$ cat src/rtl/scan_selector.sv
// Registered N-channel selector with manual select loading and a round-robin
// auto-scan mode that dwells a fixed number of cycles on each enabled channel.
module scan_selector #(
    parameter int WIDTH    = 4,
    parameter int CHANNELS = 4,
    parameter int DWELL    = 8,
    parameter int SEL_W    = 2
) (
    input  logic                      clk,
    input  logic                      rst_n,
    input  logic                      mode,
    input  logic                      load,
    input  logic [SEL_W-1:0]          sel_in,
    input  logic [CHANNELS-1:0]       ch_en,
    input  logic [CHANNELS*WIDTH-1:0] din,
    output logic [WIDTH-1:0]          dout,
    output logic [SEL_W-1:0]          sel_out,
    output logic                      dout_valid,
    output logic                      wrap,
    output logic                      sel_err
);

    localparam int                 CNT_W    = (DWELL > 1) ? $clog2(DWELL) : 1;
    localparam logic [CNT_W-1:0]   CNT_LAST = CNT_W'(DWELL - 1);
    localparam logic [SEL_W:0]     CH_LIM   = (SEL_W + 1)'(CHANNELS);

    typedef enum logic [1:0] {
        ST_MANUAL = 2'd0,
        ST_SCAN   = 2'd1,
        ST_IDLE   = 2'd2
    } state_t;

    state_t             state_r, state_s;
    logic [SEL_W-1:0]   sel_r, sel_s, next_s;
    logic [CNT_W-1:0]   cnt_r, cnt_s;
    logic               wrap_s, err_s, adv_wrap_s;
    logic [WIDTH-1:0]   dout_s;
    logic               valid_s;

    // First enabled channel strictly above cur, searching round to the bottom.
    function automatic logic [SEL_W-1:0] next_en(input logic [SEL_W-1:0] cur,
                                                 input logic [CHANNELS-1:0] mask);
        logic [SEL_W-1:0] res;
        logic             found;
        res   = cur;
        found = 1'b0;
        for (int i = 0; i < CHANNELS; i++) begin
            if (!found && mask[i] && (i > int'(cur))) begin
                res   = SEL_W'(i);
                found = 1'b1;
            end
        end
        for (int i = 0; i < CHANNELS; i++) begin
            if (!found && mask[i] && (i <= int'(cur))) begin
                res   = SEL_W'(i);
                found = 1'b1;
            end
        end
        return res;
    endfunction

    function automatic logic en_at(input logic [SEL_W-1:0] s, input logic [CHANNELS-1:0] mask);
        logic res;
        res = 1'b0;
        for (int i = 0; i < CHANNELS; i++) begin
            if (SEL_W'(i) == s) begin
                res = mask[i];
            end
        end
        return res;
    endfunction

    function automatic logic [WIDTH-1:0] ch_at(input logic [SEL_W-1:0] s,
                                               input logic [CHANNELS*WIDTH-1:0] d);
        logic [WIDTH-1:0] res;
        res = '0;
        for (int i = 0; i < CHANNELS; i++) begin
            if (SEL_W'(i) == s) begin
                res = d[i*WIDTH +: WIDTH];
            end
        end
        return res;
    endfunction

    // State, select and dwell counter registers.
    always_ff @(posedge clk or negedge rst_n) begin
        if (!rst_n) begin
            state_r <= ST_MANUAL;
            sel_r   <= '0;
            cnt_r   <= '0;
        end else begin
            state_r <= state_s;
            sel_r   <= sel_s;
            cnt_r   <= cnt_s;
        end
    end

    // Next state; a mode change outranks both load and dwell expiry.
    always_comb begin
        next_s     = next_en(sel_r, ch_en);
        adv_wrap_s = (next_s <= sel_r);
        state_s    = state_r;
        sel_s      = sel_r;
        cnt_s      = cnt_r;
        wrap_s     = 1'b0;
        err_s      = 1'b0;
        if (!mode) begin
            state_s = ST_MANUAL;
            cnt_s   = '0;
            if ((state_r == ST_MANUAL) && load) begin
                if ({1'b0, sel_in} < CH_LIM) begin
                    sel_s = sel_in;
                end else begin
                    err_s = 1'b1;
                end
            end else begin
                sel_s = sel_r;
            end
        end else if (ch_en == '0) begin
            state_s = ST_IDLE;
            cnt_s   = '0;
        end else begin
            state_s = ST_SCAN;
            case (state_r)
                ST_MANUAL: begin
                    cnt_s = '0;
                    if (!en_at(sel_r, ch_en)) begin
                        sel_s  = next_s;
                        wrap_s = adv_wrap_s;
                    end else begin
                        sel_s = sel_r;
                    end
                end
                ST_IDLE: begin
                    cnt_s  = '0;
                    sel_s  = next_s;
                    wrap_s = adv_wrap_s;
                end
                ST_SCAN: begin
                    if (cnt_r == CNT_LAST) begin
                        cnt_s  = '0;
                        sel_s  = next_s;
                        wrap_s = adv_wrap_s;
                    end else begin
                        cnt_s = cnt_r + CNT_W'(1);
                    end
                end
                default: begin
                    state_s = ST_MANUAL;
                    cnt_s   = '0;
                end
            endcase
        end
    end

    // Output values; dout follows the select held before the edge.
    always_comb begin
        dout_s  = ch_at(sel_r, din);
        valid_s = (state_s != ST_IDLE) && en_at(sel_s, ch_en);
    end

    // Registered outputs.
    always_ff @(posedge clk or negedge rst_n) begin
        if (!rst_n) begin
            dout       <= '0;
            sel_out    <= '0;
            dout_valid <= 1'b0;
            wrap       <= 1'b0;
            sel_err    <= 1'b0;
        end else begin
            dout       <= dout_s;
            sel_out    <= sel_s;
            dout_valid <= valid_s;
            wrap       <= wrap_s;
            sel_err    <= err_s;
        end
    end

endmodule

$ cat config.mk
export PLATFORM = sky130hd
export DESIGN_NAME = scan_selector
export DESIGN_NICKNAME = d
export VERILOG_FILES = /design/src/rtl/scan_selector.sv
export SDC_FILE = /design/constraint.sdc
export NUM_CORES = 1
export LEC_CHECK = 0
export ABC_AREA = 0
export BUFFER_PORTS_ARGS = -buffer_cell sky130_fd_sc_hd__buf_2
export CAP_MARGIN = 30
export CORE_ASPECT_RATIO = 0.8
export CORE_MARGIN = 2
export CORE_UTILIZATION = 25
export DETAILED_ROUTE_END_ITERATION = 12
export GPL_ROUTABILITY_DRIVEN = 0
export PLACE_DENSITY_LB_ADDON = 0.05
export SYNTH_ARGS = -nofsm -noshare
export SYNTH_HDL_FRONTEND = slang
export SYNTH_SLANG_ARGS = --single-unit
$ cat constraint.sdc
create_clock -name clk -period 1.9 [get_ports clk]
set_clock_uncertainty 0.15 [all_clocks]
set_input_delay 0.285 -clock clk [delete_from_list [all_inputs] [get_ports clk]]
set_output_delay 0.285 -clock clk [all_outputs]
set_load 0.01 [all_outputs]
# Yosys cells after proc, flatten, opt, wreduce, memory -nomap -nowiden
# Index checks and enable logic that the tools add are counted.
[totals] wordCells=95 register_bits=13
[op_classes] muxes=46 n_addsub=1 eq_ne=10 reduce_logical=25 order_cmp=7
[op_table] operator="two-way mux 2 bit" n=14
[op_table] operator="two-way mux 1 bit" n=22
[op_table] operator="two-way mux 4 bit" n=4
[op_table] operator="logical AND 1 bit" n=14
[op_table] operator="two-way mux 3 bit" n=4
[op_table] operator="equality test 2 bit (first input constant)" n=4
[op_table] operator="logical NOT 1 bit" n=6
[op_table] operator="logical NOT 2 bit" n=3
[op_table] operator="one-hot mux 2 bit (3 select lines)" n=1
[op_table] operator="equality test 1 x 2 -> 1 bit (first input constant)" n=2
[op_table] operator="greater-than comparator 2 bit (first input constant)" n=2
[op_table] operator="less-or-equal comparator 2 bit (first input constant)" n=2
[op_table] operator="logical NOT 4 bit" n=1
[op_table] operator="adder 3 x 1 -> 3 bit (second input constant)" n=1
[op_table] operator="equality test 3 bit (second input constant)" n=1
[op_table] operator="one-hot mux 1 bit (3 select lines)" n=1
[op_table] operator="OR reduction 3 bit" n=1
[op_table] operator="equality test 2 x 1 -> 1 bit (second input constant)" n=1
[op_table] operator="equality test 2 bit (second input constant)" n=1
[op_table] operator="greater-than comparator 1 x 2 -> 1 bit (first input constant)" n=1
[op_table] operator="less-or-equal comparator 1 x 2 -> 1 bit (first input constant)" n=1
[op_table] operator="less-or-equal comparator 2 bit" n=1
[op_table] operator="!= test 2 bit (second input constant)" n=1

# Longest topological paths before layout
[depth] ltp_word=36 ltp_mapped=8

# Worst setup path before layout
# OpenSTA, ideal clock, no wires.
[synth_path] path_kind="flip-flop to flip-flop" start="register cnt_r[0]" end="register dout_valid" path_stages_with_launch=9 path_buffers=0 setup_ns=0.129 t_arrival_ns=1.739 period_less_slack_ns=2.019 path_slack_ns=-0.119 required_time_ns=1.621 path_cell_list="dfrtp_1 ha_1 ha_1 nand2_1 o211ai_1 a2111o_1 o2bb2ai_2 o32ai_2 mux2i_1"
[synth_via] elab_chain_cells=11 elab_cells_between_ends=14
[synth_lines] element="from (decl)" line="35" source="logic [CNT_W-1:0] cnt_r, cnt_s;"
[synth_lines] element="from (signal assigned)" line="94" source="cnt_r <= cnt_s;"
[synth_lines] element="equality test 3 bit *" line="140" source="if (cnt_r == CNT_LAST) begin"
[synth_lines] element="two-way mux 2 bit *" line="140"
[synth_lines] element="one-hot mux 2 bit (3 select lines) *" line="124" source="case (state_r)"
[synth_lines] element="two-way mux 2 bit *" line="119" source="end else if (ch_en == '0) begin"
[synth_lines] element="two-way mux 2 bit *" line="107" source="if (!mode) begin"
[synth_lines] element="logical NOT 2 bit" line="66" source="if (SEL_W'(i) == s) begin"
[synth_lines] element="two-way mux 1 bit (3 in a row)" line="66"
[synth_lines] element="two-way mux 1 bit *" line="66"
[synth_lines] element="logical AND 1 bit *" line="159" source="valid_s = (state_s != ST_IDLE) && en_at(sel_s, ch_en);"
[synth_lines] element="net valid_s" line="38" source="logic valid_s;"
[synth_lines] element="to (signal assigned)" line="173" source="dout_valid <= valid_s;"
[synth_lines] element="to (decl)" line="18" source="output logic dout_valid,"
# Mark *: on every way through the listed nets, which the timed path passes. The rest lies on a longest branch.

==> impl_metrics.json <==
{
  "status": "finished with violations",
  "violations": "setup timing",
  "p_seq_share_pct": 28.0,
  "p_per_area_nw_per_um2": 883,
  "grt_pass1_vias": 918,
  "synthFlopType": "dfrtp_1",
  "crit_type": "reg -> reg",
  "critPathArrivalTime_ns": 2.03,
  "fin_crit_sh_pct": 108,
  "min_path_type": "in -> reg",
  "worst_slack_ns": -0.153,
  "die_h_um": 60.8,
  "total_leakage_power_nw": 0.696,
  "combinationalPowerShare_pct": 53.6,
  "clock_power_share_pct": 18.5,
  "antenna_left": 0,
  "clkTransAtPathRegs_ns": 0.06,
  "port_buffers": 33,
  "area_delta_synth_final_pct": 50.4,
  "fin_crit_ns": 2.05,
  "ys_seq_elements": 13,
  "syn_area_sq_um": 1010,
  "syn_area_per_cell_sq_um": 10.7,
  "rows": 20,
  "synthesis.instances": 94,
  "cts_tree": "done",
  "slew_viol_final": 0,
  "antenna_found_initial": 0,
  "final_nets": 184,
  "core_area_sq_um": 3830,
  "fill_cells": 402,
  "drc": 0,
  "yosysSeqAreaShare_pct": 32.3,
  "hpwl_um": 2250,
  "met3_wirelength_um": 86,
  "pin_count": 35,
  "final.setup.tns_ns": -0.183,
  "dr.pass1.iters": 4,
  "wl_met1_um": 1360,
  "htreeDepth": 1,
  "cts.sinks": 13,
  "via_per_inst": 4.50,
  "cts_max_path_buffers": 2,
  "die_area_sq_um": 4560,
  "grt_overflow_total": 0,
  "async_reset_ff_share_pct": 100,
  "worstPathMaxFanout": 7,
  "die_w_um": 75.0,
  "p_int_mw": 0.883,
  "ys_types": 46,
  "required_ns": 1.87,
  "drtIter0Drc": 18,
  "finalSetupViolCount": 2,
  "switching_power_mw": 0.456,
  "drive_above_1_share_pct": 60.8,
  "cts_buffers": 3,
  "cp-end-kind": "register",
  "wl_um": 2790,
  "wl_met2_um": 1330,
  "clkLatencyLatePin_ns": 0.24,
  "dr.max_layer_used": "met4",
  "track_usage_pct": 13.1,
  "start_util_pct": 26.3,
  "hold_ws_ns": 0.173,
  "reg2reg_slack_ns": -0.15,
  "vias": 936,
  "diodes": 0,
  "synth_edf_count": 0,
  "finalHoldViolCount": 0,
  "yosys_warnings": 0,
  "rsz0062_at_grt": "yes",
  "switching_share_pct": 34.1,
  "routedWlPerCell_um": 13.4,
  "cts_root_buf": "clkbuf_8",
  "syn_nets": 124,
  "grt_pass1_wl_um": 4380,
  "place_ws_ns": -0.175,
  "grt_max_degree": 14,
  "start_kind": "register",
  "peakVddDrop_mv": 0.333,
  "drv_cap": 0,
  "fmax_mhz": 487
}
-- cells by family after synthesis --
group,synth area share (%)
flip-flops,32.3
multiplexers,15.0
adder cells (fa/ha/maj),4.96
buffers and inverters,7.32
other,0.372
AND/OR/NAND/NOR,18.5
AO/OA/AOI/OAI,21.6
-- critical path, stage by stage, from the launching register on --
cell	delay, ns
dfrtp_2	0.46
mux2i_1	0.26
a221oi_2	0.09
buf_4	0.15
a2111o_1	0.38
o2bb2ai_2	0.15
o32ai_2	0.19
mux2i_1	0.10
-- routing by layer --
metal,GRT usage (%),vias up
met5,0,-
met4,2.30,0
met3,3.49,2
met2,20.8,16
met1,18.3,447
li1,-,471
-- cell usage in the layout (no fill, tap or decap), drive strengths merged, types with 2 or more instances in the layout --
cell type,count
dfrtp,13
and2b,2
nand2,3
nor2,8
o211ai,2
inv,4
buf,60
o2bb2ai,2
o21ai,3
mux2i,5
nor4,3
o21a,3
and2,5
clkbuf,4
ha,4
a21oi,4
mux4,4
nand2b,2
-- sequential cells by signal (all words and copies together), names as in the netlist --
register,count
dout,4
cnt_r,3
sel_out,2
state_r,2
dout_valid,1
wrap,1
-- Yosys cell counts (all sizes together) (3+ instances only) --
master  count  area share [%]
mux4        4             8.9
nor4        3             1.9
o21a        3             2.2
a21oi       4             2.0
and2        5             3.3
ha          4             5.0
nor2        8             3.0
o21ai       3             1.9
nand2       3             1.1
dfrtp      13              32
buf         5             4.5
mux2i       5             5.0
inv         4             1.5
-- power by group through the flow --
stage	sequential (mW)	combinational (mW)	clock, mW
after floorplan	0.401	0.350	0
after global placement	0.382	0.636	0
after detailed placement	0.382	0.628	0
after CTS	0.373	0.689	0.260
after global routing	0.383	0.784	0.267
final	0.374	0.717	0.248
-- area by class of cell --
| type | count | area (sq um) | share of cell area (%) |
|---|---|---|---|
| multi-input cells | 71 | 682 | 45.0 |
| repair buffers | 61 | 378 | 24.9 |
| flip-flops and latches | 13 | 328 | 21.6 |
| well taps | 55 | 68.8 | 4.54 |
| clock buffers | 4 | 45.0 | 2.97 |
| inverters | 4 | 15.0 | 0.990 |
-- metrics by stage --
step / cell area, sq um / power (mW) / cells / util [%]
after global placement: 1380 / 1.02 / 201 / 35.9
after CTS: 1480 / 1.32 / 207 / 38.6
final: 1520 / 1.34 / 208 / 39.6
after detailed placement: 1380 / 1.01 / 201 / 35.9
after floorplan: 1010 / 0.750 / 94 / -
after global routing: 1520 / 1.43 / 208 / 39.6
-- timing repair --
action	in CTS	in global routing
buffers inserted	1	1
gates resized for setup	8	8
hold buffers	1	0
pin swaps	4	2
endpoints found under the hold margin	13	0
setup endpoints to repair	2	3
-- final timing paths --
| check | start | end | depth (start not counted) |
|---|---|---|---|
| max in group asynchronous | rst_n | sel_out[1] | 2 |
| min reg2reg | cnt_r[0] | cnt_r[0] | 2 |
| max reg2reg | sel_out[1] | dout_valid | 7 |
| min | mode | state_r[1] | 2 |
| min in group asynchronous | rst_n | dout[0] | 2 |
| max | sel_out[1] | dout_valid | 7 |
(Power assumes the default switching activity.)
